### config.mk
export PLATFORM = sky130hd
export DESIGN_NAME = c_seq_gen_ff
export DESIGN_NICKNAME = d
export VERILOG_FILES = /design/src/rtl/c_seq_pkg.sv /design/src/rtl/c_seq_gen_ff_adv.sv /design/src/rtl/c_seq_gen_ff.sv
export SDC_FILE = /design/constraint.sdc
export NUM_CORES = 1
export LEC_CHECK = 0
export BUFFER_PORTS_ARGS = -buffer_cell sky130_fd_sc_hd__buf_2
export CORE_UTILIZATION = 53
export CTS_CLUSTER_DIAMETER = 40
export DETAILED_ROUTE_END_ITERATION = 12
export PLACE_DENSITY_LB_ADDON = 0.12
export SYNTH_ARGS = -nofsm -noshare
export SYNTH_HDL_FRONTEND = slang
export SYNTH_SLANG_ARGS = --single-unit
### constraint.sdc
create_clock -name clk -period 1.9 [get_ports clk]
set_input_delay 0.095 -clock clk [delete_from_list [all_inputs] [get_ports clk]]
set_output_delay 0.095 -clock clk [all_outputs]
set_load 0.05 [all_outputs]
### src/rtl/c_seq_pkg.sv
// c_seq_pkg -- shared constants, state type and LFSR step helper for the
// NR Gold-sequence generator (c_seq_gen_ff) and its LFSR advance block.
package c_seq_pkg;

   localparam int NC       = 1600;
   localparam int LFSR_LEN = 31;
   localparam int RW       = 17;   // holds NC + max 16-bit skip

   localparam logic [LFSR_LEN-1:0] X1_INIT = 31'd1;
   // Tap masks over state s[i] = x(n+i):
   //   x1(n+31) = x1(n+3) ^ x1(n)
   //   x2(n+31) = x2(n+3) ^ x2(n+2) ^ x2(n+1) ^ x2(n)
   localparam logic [LFSR_LEN-1:0] X1_TAPS = 31'h0000_0009;
   localparam logic [LFSR_LEN-1:0] X2_TAPS = 31'h0000_000F;

   typedef enum logic [1:0] {
      ST_IDLE = 2'd0,
      ST_WARM = 2'd1,
      ST_RUN  = 2'd2
   } state_t;

   // One Fibonacci step: the oldest bit s[0] drops out, the new bit enters at the top.
   function automatic logic [LFSR_LEN-1:0] lfsr_step(input logic [LFSR_LEN-1:0] s,
                                                      input logic [LFSR_LEN-1:0] taps);
      return {^(s & taps), s[LFSR_LEN-1:1]};
   endfunction

endpackage

### src/rtl/c_seq_gen_ff_adv.sv
// lfsr31_adv -- combinational K-bit advance of one 31-bit Fibonacci LFSR.
// Ports:
//   s_i  31  current state, s_i[i] = x(n+i)
//   s_o  31  state after K steps, s_o[i] = x(n+K+i)
// Parameters: K (steps), TAPS (feedback tap mask from c_seq_pkg).
module lfsr31_adv
   import c_seq_pkg::*;
#(
   parameter int                  K    = 8,
   parameter logic [LFSR_LEN-1:0] TAPS = X1_TAPS
) (
   input  logic [LFSR_LEN-1:0] s_i,
   output logic [LFSR_LEN-1:0] s_o
);

   always_comb begin
      s_o = s_i;
      for (int k = 0; k < K; k++) s_o = lfsr_step(s_o, TAPS);
   end

endmodule

### src/rtl/c_seq_gen_ff.sv
// c_seq_gen_ff -- NR pseudo-random (Gold) sequence generator with fast-forward.
// Skips Nc=1600 (+ optional i_skip) bits FF_STEP bits per cycle, then streams
// NGENBIT bits per word with valid/ready handshake.
// Ports:
//   clk, rst (async active-low)
//   i_load   start / restart, samples i_init, i_skip, i_len
//   i_init   31-bit c_init seed for x2
//   i_skip   extra offset in bits (multiple of NGENBIT; low bits dropped)
//   i_len    words to emit, 0 = unbounded
//   i_ready  consumer accepts o_seq
//   o_seq    NGENBIT bits, earliest bit in MSB
//   o_valid, o_last, o_busy
// Build option: define C_SEQ_GEN_FF_SKIP_EN to honour i_skip; otherwise it is ignored.
module c_seq_gen_ff
   import c_seq_pkg::*;
#(
   parameter int NGENBIT = 8,
   parameter int FF_STEP = 64,
   parameter int LENW    = 16
) (
   input  logic                clk,
   input  logic                rst,
   input  logic                i_load,
   input  logic [30:0]         i_init,
   input  logic [15:0]         i_skip,
   input  logic [LENW-1:0]     i_len,
   input  logic                i_ready,
   output logic [NGENBIT-1:0]  o_seq,
   output logic                o_valid,
   output logic                o_last,
   output logic                o_busy
);

   state_t              state_q, state_d;
   logic [LFSR_LEN-1:0] x1_q, x1_d, x2_q, x2_d;
   logic [LFSR_LEN-1:0] x1_ff, x2_ff, x1_w, x2_w;
   logic [RW-1:0]       r_q, r_d;       // bits still to skip
   logic [LENW-1:0]     rem_q, rem_d;   // words left in a bounded run
   logic                bnd_q, bnd_d;   // run is bounded (i_len != 0)
   logic [15:0]         skip_eff;
   logic [NGENBIT-1:0]  word;
   logic [LFSR_LEN-1:0] t1, t2;

`ifdef C_SEQ_GEN_FF_SKIP_EN
   assign skip_eff = i_skip & ~16'(NGENBIT - 1);
`else
   logic skip_unused;
   assign skip_unused = ^i_skip;
   assign skip_eff    = '0;
`endif

   lfsr31_adv #(.K(FF_STEP), .TAPS(X1_TAPS)) u_x1_ff (.s_i(x1_q), .s_o(x1_ff));
   lfsr31_adv #(.K(FF_STEP), .TAPS(X2_TAPS)) u_x2_ff (.s_i(x2_q), .s_o(x2_ff));
   lfsr31_adv #(.K(NGENBIT), .TAPS(X1_TAPS)) u_x1_w  (.s_i(x1_q), .s_o(x1_w));
   lfsr31_adv #(.K(NGENBIT), .TAPS(X2_TAPS)) u_x2_w  (.s_i(x2_q), .s_o(x2_w));

   always_ff @(posedge clk or negedge rst) begin
      if (!rst) begin
         state_q <= ST_IDLE;
         x1_q    <= '0;
         x2_q    <= '0;
         r_q     <= '0;
         rem_q   <= '0;
         bnd_q   <= 1'b0;
      end else begin
         state_q <= state_d;
         x1_q    <= x1_d;
         x2_q    <= x2_d;
         r_q     <= r_d;
         rem_q   <= rem_d;
         bnd_q   <= bnd_d;
      end
   end

   always_comb begin
      state_d = state_q;
      x1_d    = x1_q;
      x2_d    = x2_q;
      r_d     = r_q;
      rem_d   = rem_q;
      bnd_d   = bnd_q;
      // A load wins in every state, including over a same-cycle transfer.
      if (i_load) begin
         state_d = ST_WARM;
         x1_d    = X1_INIT;
         x2_d    = i_init;
         r_d     = RW'(NC) + RW'(skip_eff);
         rem_d   = i_len;
         bnd_d   = |i_len;
      end else begin
         case (state_q)
            ST_WARM: begin
               if (r_q == '0) begin
                  state_d = ST_RUN;
               end else if (r_q >= RW'(FF_STEP)) begin
                  x1_d = x1_ff;
                  x2_d = x2_ff;
                  r_d  = r_q - RW'(FF_STEP);
               end else begin
                  x1_d = x1_w;
                  x2_d = x2_w;
                  r_d  = r_q - RW'(NGENBIT);
               end
            end
            ST_RUN: begin
               if (i_ready) begin
                  x1_d = x1_w;
                  x2_d = x2_w;
                  if (bnd_q) begin
                     rem_d = rem_q - LENW'(1);
                     if (rem_q == LENW'(1)) state_d = ST_IDLE;
                  end
               end
            end
            default: ;
         endcase
      end
   end

   // Word = c(n..n+NGENBIT-1) read from the registered state; stepping a copy
   // covers NGENBIT=32, where the last bit lies just beyond the 31-bit window.
   always_comb begin
      t1   = x1_q;
      t2   = x2_q;
      word = '0;
      for (int k = 0; k < NGENBIT; k++) begin
         word[NGENBIT-1-k] = t1[0] ^ t2[0];
         t1 = lfsr_step(t1, X1_TAPS);
         t2 = lfsr_step(t2, X2_TAPS);
      end
   end

   assign o_valid = (state_q == ST_RUN);
   assign o_busy  = (state_q != ST_IDLE);
   assign o_last  = o_valid && bnd_q && (rem_q == LENW'(1));
   assign o_seq   = o_valid ? word : '0;

endmodule

# After elaboration in Yosys (flattened, before gate mapping)
# Cells that the tools add are included.
[word_totals]
reg_bits = 98
input_bits = 67
[classes]
n_addsub = 3
order_cmp = 1
eq_ne = 9
n_mux = 25
bitwise_logic = 8
n_reduce_logical = 142
[ops]
columns = ["cell", "count"]
rows = [
  ["XOR reduction 31 bit", 128],
  ["two-way mux 31 bit", 8],
  ["one-hot mux 31 bit (2 select lines)", 2],
  ["two-way mux 17 bit", 4],
  ["two-way mux 16 bit", 4],
  [">= comparator 17 x 7 -> 1 bit, second input constant", 1],
  ["zero test 17 bit", 1],
  ["subtractor 17 x 4 -> 17 bit, second input constant", 1],
  ["subtractor 17 x 7 -> 17 bit, second input constant", 1],
  ["equality test 16 x 1 -> 1 bit, second input constant", 1],
  ["OR reduction 16 bit", 1],
  ["subtractor 16 x 1 -> 16 bit, second input constant", 1],
  ["two-way mux 2 bit", 5],
  ["nonzero test 2 bit", 5],
  ["!= test 3 bit, second input constant", 3],
  ["two-way mux 8 bit", 1],
  ["XOR 1 bit", 8],
  ["!= test 3 x 2 -> 1 bit, second input constant", 2],
  ["AND reduction 3 bit", 2],
  ["AND reduction 5 bit", 1],
  ["one-hot mux 2 bit (2 select lines)", 1],
  ["nonzero test 3 bit", 1],
  ["equality test 2 x 1 -> 1 bit, second input constant", 1],
  ["equality test 2 bit, second input constant", 1],
  ["other kinds (3)", 4],
]

# Longest topological paths before layout
# Gate-level depths: netlist of the first run.
[logic_depth]
ltp_word = 7
mapped_depth = 9

# Hierarchy
# From an unflattened synthesis of the first run, not the netlist that was laid out.
[unflattened]
hier_cells = 937
hier_area_um2 = 7910.1
[modules_own_cells]
columns = ["module", "n_inst", "cells_per_inst", "area_each_um2", "seq_area_each_um2"]
rows = [
  ["c_seq_gen_ff", 1, 759, 6223.5, 2377.3],
  ["lfsr31_adv (u_x2_ff)", 1, 68, 750.7, 0.0],
  ["lfsr31_adv (u_x1_ff)", 1, 39, 349.1, 0.0],
  ["lfsr31_adv (u_x2_w)", 1, 40, 344.1, 0.0],
  ["lfsr31_adv (u_x1_w)", 1, 31, 242.7, 0.0],
]

# Worst setup path before layout of the first run
# OpenSTA, ideal clock, no wires.
[synth_path]
kind = "register -> output"
from = "register rem_q[5]"
to = "output o_last"
arrival_time_ns = 2.050
slack_ns = -0.245
stages_incl_launch_ff = 5
path_buffers = 0
path_cell_list = "dfrtp_1 -> or4_1 -> nor3_2 -> nand4_1 -> nor2_1"
[synth_between]
elab_chain_cells = 2
[synth_rtl]
columns = ["item", "line_no", "source"]
rows = [
  ["start, declared", "c_seq_gen_ff.sv:38", "logic [LENW-1:0] rem_q, rem_d;"],
  ["start signal, assigned", "c_seq_gen_ff.sv:70", "rem_q <= rem_d;"],
  ["equality test 16 x 1 -> 1 bit", "c_seq_gen_ff.sv:135", "assign o_last = o_valid && bnd_q && (rem_q == LENW'(1));"],
  ["logical AND 1 bit", "c_seq_gen_ff.sv:135", ""],
  ["end, declared", "c_seq_gen_ff.sv:30", "output logic o_last,"],
]
# No other way between the ends.

# Worst setup path after layout of the first run
[layout_path]
from = "register rem_q[4]"
to = "output o_last"
# The elaborated chain is that of the path after synthesis.

==> flow_summary.ini, run 1 <==
[layout]
syn_to_final_growth_pct = 39.2
final-seq-area_um2 = 2380
nets = 881
fillers = 744
layout-drive-gt1-share = 0.360
fin_cells = 954
multi_input_area_um2 = 3910
antenna_cells = 0

[floorplan]
rows = 38
initial_core_util = 0.550
ios = 78
core_region_area_um2 = 11000
dieHeight_um = 109
die_area_um2 = 11800
die_w_um = 109

[min_path]
hold_depth = 3
min_path_type = in -> reg
min_from = i_len[7]
min_to = rem_q[7]

[pwr]
p_leak_uw = 0.00355
power_uw = 15600
max-vdd-ir-drop_mv = 1.36
power_density_nw_per_um2 = 1850

[timing]
setup_viol = 78
tns_ps = -7920
skew_ps = 6.78
max_slew_margin = 0.677
hold_viol_final = 0
finalCritPeriodShare = 1.10
fmax_ghz = 0.476
setup_ws_ps = -199
slew_viol_final = 0
rsz0062_at_grt = true
period_needed_ps = 2100
tightest_slew_ps = 482

[critical_path]
reg2reg_from = r_q[15]
arrival_ps = 2000
r2r_slack_ps = -180
worstPathCellList = or4_4, nor3_4, nand4_1, nor2_4, buf_8
r2r_cells = 8
cp_slowest_cell = or4_4
slowest_delay_ps = 560
cp.required_ps = 1800
crit_path_start_kind = flip-flop
cp-end-kind = output pin
r2r-end = r_q[8]
crit_fanout = 2
worstSetupPathType = reg -> out

[clock_tree]
cts_buffers = 9
clockBufferDepth = 2
cts_tree = done
cts-root-buf = clkbuf_16
cts.sinks = 95
clk_pin_slew_ps = 70
h-tree-depth = 3
insertion_delay_ps = 360

[detailed_routing]
via_count = 5430
viasPerCell = 5.69
postRouteAntennaNets = 0
wl_per_cell_um = 18.4
drt-initial-drc-count = 425
wirelength_um = 17500
drt-pass1-iter-count = 5
post-route-drc-count = 0

[outcome]
violations = negative setup slack
status = finished, violations left

[global_routing]
grt_max_degree = 52
grt_util_all_layers = 0.307
grt_pass1_vias = 5462
antenna_found_initial = 0
grt_remaining_overflow = 0
grt_first_pass_wirelength_um = 27500

[placed_design]
dpl.cell_count = 874
dp_hpwl_um = 10200
port_buffers = 61
place_congestion = 0.794
dp_slack_ps = -154

[yosys]
avgSynthCellArea_um2 = 9.08
yosysWarnings = 0
synth_common_cells = nand2_1 (113), dfrtp_1 (95), xnor2_1 (95)
synth_edf_count = 0
netlist_area_um2 = 6040
synth-async-reset-ratio = 1.00
yosysUniqueCellTypes = 57
seq_area_frac_synth = 0.394
synth_nets = 737
synth_top_area_frac = 0.394
synthTopCellsByArea = dfrtp_1 (39%), xnor2_1 (14%), xor2_1 (8.7%)
synth_seq_cells = 95
synth_ff_type = dfrtp_1
synth_area_leader_cell = dfrtp_1
synth.most_common_cell = nand2_1
syn_inst = 665

[flow_run]
maxCapViolations = 0
==> sequential cells by signal, indices dropped and copies added, names as in the netlist <==
register	cells
r_q	14
x1_q	31
x2_q	31
state_q	2
rem_q	16
bnd_q	1
==> cell usage in the layout (no fill, tap or decap), types with 19 or more instances in the layout <==
cell     Yosys  routed
o21ai_1      8      28
nand2_2      0      19
nand2_1    113      84
dfrtp_1     95      94
xnor2_1     95      92
buf_6        1      19
buf_2        6      59
buf_4        2      67
xor2_1      60      53
o21ai_0     43      20
nor2_1      30      28
==> kinds of logic after synthesis <==
group / after synthesis / share of synthesized area
compound gates: 130 / 0.141
xor+xnor: 159 / 0.239
fa+ha+maj: 5 / 0.0104
flops: 95 / 0.394
mux: 3 / 0.00497
buf+inv: 59 / 0.0406
simple gates: 214 / 0.171
==> how the worst max path moves through the flow <==
stage / startpoint / endpoint / slack [ps] / cells past startpoint
4_1_cts: rem_q[4] / o_last / -260 / 5
6_report: rem_q[4] / o_last / -200 / 5
5_1_grt: r_q[15] / r_q[8] / -320 / 10
3_3_place_gp: r_q[6] / x2_q[12] / -100 / 8
3_5_place_dp: r_q[6] / x2_q[16] / -150 / 8
2_1_floorplan: r_q[15] / x2_q[0] / 2 / 6
==> per-layer routing <==
layer	wire, um	vias to the layer above	track usage	share of wire
met2	8680	152	0.511	0.50
met1	7580	2713	0.409	0.43
met3	814	37	0.0424	0.046
li1	-	2528	-	-
met5	0	-	0	0
met4	454	0	0.112	0.026
==> metrics by stage <==
step / instance area (um^2) / hold WS (ps) / utilization
after floorplan: 6050 / -201 / -
after global placement: 6830 / 12.5 / 0.622
after detailed placement: 6830 / 18.7 / 0.622
after CTS: 8170 / 1.73 / 0.744
after global routing: 8410 / 20.6 / 0.765
final: 8410 / 7.36 / 0.765
==> report_power, final <==
group	switching, uW	internal (uW)
Clock	817	1190
Sequential	1120	2710
Combinational	4580	5140
Total	6520	9040
==> what timing repair did <==
item	in CTS	in global routing
pin swaps	42	14
hold endpoints to repair	37	0
resized for setup	121	37
hold buffers	17	0
endpoints found under the setup margin	54	85
buffers inserted	28	11
cloned	9	2
==> worst max-delay path, delay by kind of cell (launching register included) <==
kind	cells	cell delay [ps]
and+or+nand+nor	4	1100
DFF	1	390
buffers and inverters	1	150
==> cell type report <==
| cell class | count | area share |
|---|---|---|
| clock buffers | 11 | 0.0289 |
| clock inverters | 5 | 0.00967 |
| inverters | 10 | 0.00476 |
| multi-input cells | 513 | 0.465 |
| flip-flops and latches | 95 | 0.283 |
| well taps | 140 | 0.0208 |
| repair buffers | 180 | 0.188 |
Note: power is estimated with default switching activity, not from simulation.
==> inputs of run 2 (changes only) <==
Settings changed: ABC_AREA from default to 1, CORE_UTILIZATION 53 to 54.
==> flow_summary.ini, run 2 <==
[critical_path]
crit_family = XOR/XNOR gates
worstPathCellList = xnor2_1, xnor2_1, nor2_1, nor2_1, a21oi_1, o21ai_1, o211ai_1, nand2_1
worstSetupPathType = reg -> reg
cp-end-kind = flip-flop
crit_path_start_kind = flip-flop
cp.required_ps = 2200
cp_slowest_cell = dfrtp_1
arrival_ps = 2260
reg2reg_from = x2_q[24]
r2r_slack_ps = -60
r2r-end = x2_q[21]
crit_fanout = 5
slowest_delay_ps = 460
path_buf_inv = 0
r2r_cells = 8

[floorplan]
core_region_area_um2 = 12800
die_w_um = 117
dieHeight_um = 117
rows = 41
ios = 78
die_area_um2 = 13800
initial_core_util = 0.562

[clock_tree]
insertion_delay_ps = 370
cts.sinks = 95
cts-root-buf = clkbuf_16
cts_buffers = 9
cts_tree = done
clk_pin_slew_ps = 70
clockBufferDepth = 2
h-tree-depth = 3

[yosys]
yosysWarnings = 0
synth_common_cells = nand2_1 (300), dfrtp_1 (95), inv_1 (89)
synth_top_area_frac = 0.331
synthSimpleGateAreaFrac = 0.280
yosysUniqueCellTypes = 49
synth_area_leader_cell = dfrtp_1
synth_ff_type = dfrtp_1
synth_compound_area_frac = 0.154
synth-xor-area-share = 0.144
synth_edf_count = 0
seq_area_frac_synth = 0.331
synth_fa_ha_area_frac = 0.00871
syn_inst = 1017
synth_nets = 1089
netlist_area_um2 = 7180
synth.most_common_cell = nand2_1
synth-async-reset-ratio = 1.00
avgSynthCellArea_um2 = 7.06
synthMuxAreaShare = 0
synth_seq_cells = 95
synth_top_family_by_area = simple AND/OR/NAND/NOR gates
synthTopCellsByArea = dfrtp_1 (33%), nand2_1 (16%), xnor2_1 (7.3%)

[flow_run]
maxCapViolations = 0

[timing]
rsz0062_at_grt = true
tightest_slew_ps = 454
hold_viol_final = 1
slew_viol_final = 0
setup_ws_ps = -61.8
max_slew_margin = 0.697
holdWs_ps = -0.710
finalCritPeriodShare = 1.03
setup_viol = 7
period_needed_ps = 1960
skew_ps = 8.79
fmax_ghz = 0.510

[min_path]
min_to = x2_q[17]
min_from = i_init[17]
hold_depth = 3
min_path_type = in -> reg

[layout]
layout-drive-gt1-share = 0.316
stdcell_area_um2 = 9820
syn_to_final_growth_pct = 36.7
nets = 1253
final_common_cell = nand2_1
layout_common_cells = nand2_1 (237), dfrtp_1 (88), inv_1 (81)
antenna_cells = 0
largestRegisters = x1_q x31, x2_q x31, rem_q x16

[global_routing]
grt_util_all_layers = 0.293
grt_first_pass_wirelength_um = 32600
grt_pass1_vias = 6834
grt_remaining_overflow = 0
grt_max_degree = 41
antenna_found_initial = 0

[detailed_routing]
post-route-drc-count = 0
via_count = 7609
wirelength_um = 22000
wl_per_cell_um = 16.2
drt-pass1-iter-count = 5
viasPerCell = 5.60
drt-initial-drc-count = 674
postRouteAntennaNets = 0

[outcome]
violations = negative hold slack, negative setup slack
status = finished, violations left

[placed_design]
port_buffers = 61
dp_hpwl_um = 13900
placed_area_um2 = 8070
place_congestion = 0.856
## run 2: changes by cell type in the layout (fill, tap and decap cells not counted), sizes merged, moves of 9 or more
cell	change
nor2	+41
a21oi	+29
o221a	-9
xnor2	-32
o211ai	+11
xor2	-10
inv	+91
nand3	+53
nand2	+201
o21ai	+38
or3	-12
## run 2: area by class of cell
cell class / count / area (um^2)
Clock buffer: 9 / 225
Clock inverter: 7 / 95.1
Fill cell: 901 / 2950
Inverter: 100 / 393
Multi-Input combinational cell: 788 / 4880
Sequential cell: 95 / 2390
Tap cell: 172 / 215
Timing Repair Buffer: 187 / 1630
## run 2: kinds of logic (layout without fill, tap and decap cells)
logic type | count (synthesis) | count (layout)
buffers and inverters | 135 | 303
AO/OA/AOI/OAI | 193 | 193
XOR/XNOR | 114 | 114
flip-flops | 95 | 95
adder cells (fa/ha/maj) | 5 | 5
AND/OR/NAND/NOR | 475 | 476
## run 2: what timing repair did
item                                    in CTS  in global routing
endpoints found under the setup margin       8                 82
pin swaps                                    3                 56
cloned                                       0                 10
endpoints found under the hold margin       86                  0
hold buffers                                25                  0
setup buffers                                1                 32
resized for setup                           11                206
## run 2: how the worst max path moves through the flow
stage,depth (start not counted),endpoint,startpoint
2_1_floorplan,9,x1_q[18],r_q[11]
3_3_place_gp,13,x2_q[23],x2_q[1]
3_5_place_dp,14,x2_q[24],x2_q[4]
4_1_cts,6,o_last,rem_q[4]
5_1_grt,12,x1_q[7],r_q[8]
6_report,8,x2_q[21],x2_q[24]
## run 2: worst min-delay path, stage by stage
cell and delay, ps:
buf_2 80, nand2_1 60, o211ai_1 90
## run 2: layer usage
| metal | GRT usage | up-vias | wire, um |
|---|---|---|---|
| li1 | - | 3644 | - |
| met3 | 0.0365 | 46 | 1640 |
| met4 | 0.0869 | 0 | 536 |
| met2 | 0.472 | 323 | 10700 |
| met1 | 0.412 | 3596 | 9170 |
| met5 | 0 | - | 0 |
## run 2: metrics by stage
stage	worst slack [ps]	util	TNS (ps)	instances	hold WS, ps
6_report	-61.8	0.769	-143	1358	-0.710
5_1_grt	-213	0.769	-7590	1358	7.89
4_1_cts	-1.80	0.680	-1.80	1316	0.188
3_5_place_dp	-10.9	0.632	-36.3	1274	16.0
3_3_place_gp	2.67	0.632	0	1274	20.8
2_1_floorplan	154	-	0	1017	-201
Power of run 2 is left out: the tool's default activity adds up to more than one toggle a clock period on the data nets, which glitch-free logic cannot reach.
==> inputs of run 3 (changes only) <==
Clock period 1.9 ns to 1.7 ns, I/O delays scaled along.
==> flow_summary.ini, run 3 (synthesis gave the netlist of run 2 again) <==
[timing]
finalCritPeriodShare = 1.21
setup_ws_ps = -362
tightest_slew_ps = 522
skew_ps = 12.8
hold_viol_final = 0
rsz0062_at_grt = true
slew_viol_final = 0
period_needed_ps = 2060
setup_viol = 95
fmax_ghz = 0.485
max_slew_margin = 0.649

[floorplan]
die_w_um = 117
dieHeight_um = 117
core_region_area_um2 = 12800
die_area_um2 = 13800
ios = 78
initial_core_util = 0.562
rows = 41

[layout]
syn_to_final_growth_pct = 52.8
final-seq-area_um2 = 2390
final_common_cell = nand2_1
stdcell_area_um2 = 11000
nets = 1338
antenna_cells = 0
layout-drive-gt1-share = 0.415
fillers = 669
layout_common_cells = nand2_1 (213), buf_4 (146), dfrtp_1 (88)
multi_input_area_um2 = 5310
largestRegisters = x1_q x31, x2_q x31, rem_q x16

[global_routing]
antenna_found_initial = 0
grt_util_all_layers = 0.339
grt_pass1_vias = 7760
grt_max_degree = 36
grt_first_pass_wirelength_um = 37500
grt_remaining_overflow = 0

[placed_design]
placed_area_um2 = 8640
port_buffers = 61
place_congestion = 0.843
dp_hpwl_um = 14900

[flow_run]
maxCapViolations = 0

[critical_path]
cp.required_ps = 1940
crit_fanout = 7
cp_slowest_cell = dfrtp_1
reg2reg_from = r_q[13]
worstPathCellList = nor2_2, nand2_1, nor2_2, nand4_1, nand2_2, nand2_4, inv_4, o21ai_4, nand2_8, buf_12, nor2_1, o21ai_1, nand3_1
cp-end-kind = flip-flop
crit_path_start_kind = flip-flop
slowest_delay_ps = 430
startpoint = r_q[13]
arrival_ps = 2300
path_common_cell = nor2_2
worstSetupPathType = reg -> reg

[detailed_routing]
wl_per_cell_um = 18.6
via_count = 8540
drt-initial-drc-count = 872
drt-pass1-iter-count = 5
post-route-drc-count = 0
wirelength_um = 26800
postRouteAntennaNets = 0
viasPerCell = 5.92

[clock_tree]
cts-root-buf = clkbuf_16
cts_tree = done
clk_pin_slew_ps = 70
cts.sinks = 95
clockBufferDepth = 2
h-tree-depth = 3
insertion_delay_ps = 370
cts_buffers = 9

[outcome]
status = finished, violations left
violations = negative setup slack

[min_path]
min_from = i_init[30]
min_path_type = in -> reg
## run 3: worst max-delay path, delay by kind of cell, from the launching register on
family | cells | cell delay [ps]
and+or+nand+nor | 9 | 1070
DFF | 1 | 430
buffers and inverters | 2 | 220
AOI/OAI and AO/OA | 2 | 210
## run 3: through the flow
step	setup WS (ps)	instances	hold slack [ps]	setup TNS, ps	utilization
2_1_floorplan	-20.7	1017	-211	-20.7	-
3_3_place_gp	-203	1345	63.7	-6140	0.676
3_5_place_dp	-260	1345	63.2	-8820	0.676
4_1_cts	-161	1426	31.0	-6560	0.794
5_1_grt	-446	1443	33.4	-27500	0.859
6_report	-362	1443	21.5	-18060	0.859
## run 3: worst paths after layout
| check | to | slack [ps] | cells after the start |
|---|---|---|---|
| setup / recovery | x2_q[20] | -360 | 13 |
| hold / removal | x2_q[30] | 20 | 5 |
| setup reg to reg | x2_q[20] | -360 | 13 |
| min in group asynchronous | bnd_q | 230 | 2 |
| hold reg to reg | r_q[4] | 540 | 2 |
| max in group asynchronous | x2_q[4] | 920 | 3 |
## run 3: repair_timing
action | 4_1_cts | 5_1_grt
pin swaps | 58 | 89
hold buffers | 28 | 0
gates cloned | 5 | 1
gates resized for setup | 173 | 199
endpoints found under the setup margin | 83 | 97
endpoints found under the hold margin | 56 | 0
buffers inserted | 33 | 27
## run 3: layout make-up
type	instances	share of cell area
multi-input cells	787	0.484
flip-flops and latches	95	0.217
repair buffers	273	0.217
inverters	100	0.0369
clock buffers	11	0.0221
well taps	172	0.0196
clock inverters	5	0.00376
## run 3: layer usage
layer,share of wire,vias to the layer above,GRT usage
met3,0.073,116,0.0404
li1,-,3834,-
met4,0.040,0,0.143
met5,0,-,0
met2,0.50,486,0.573
met1,0.39,4104,0.438
Power of run 3 is left out for the same reason.
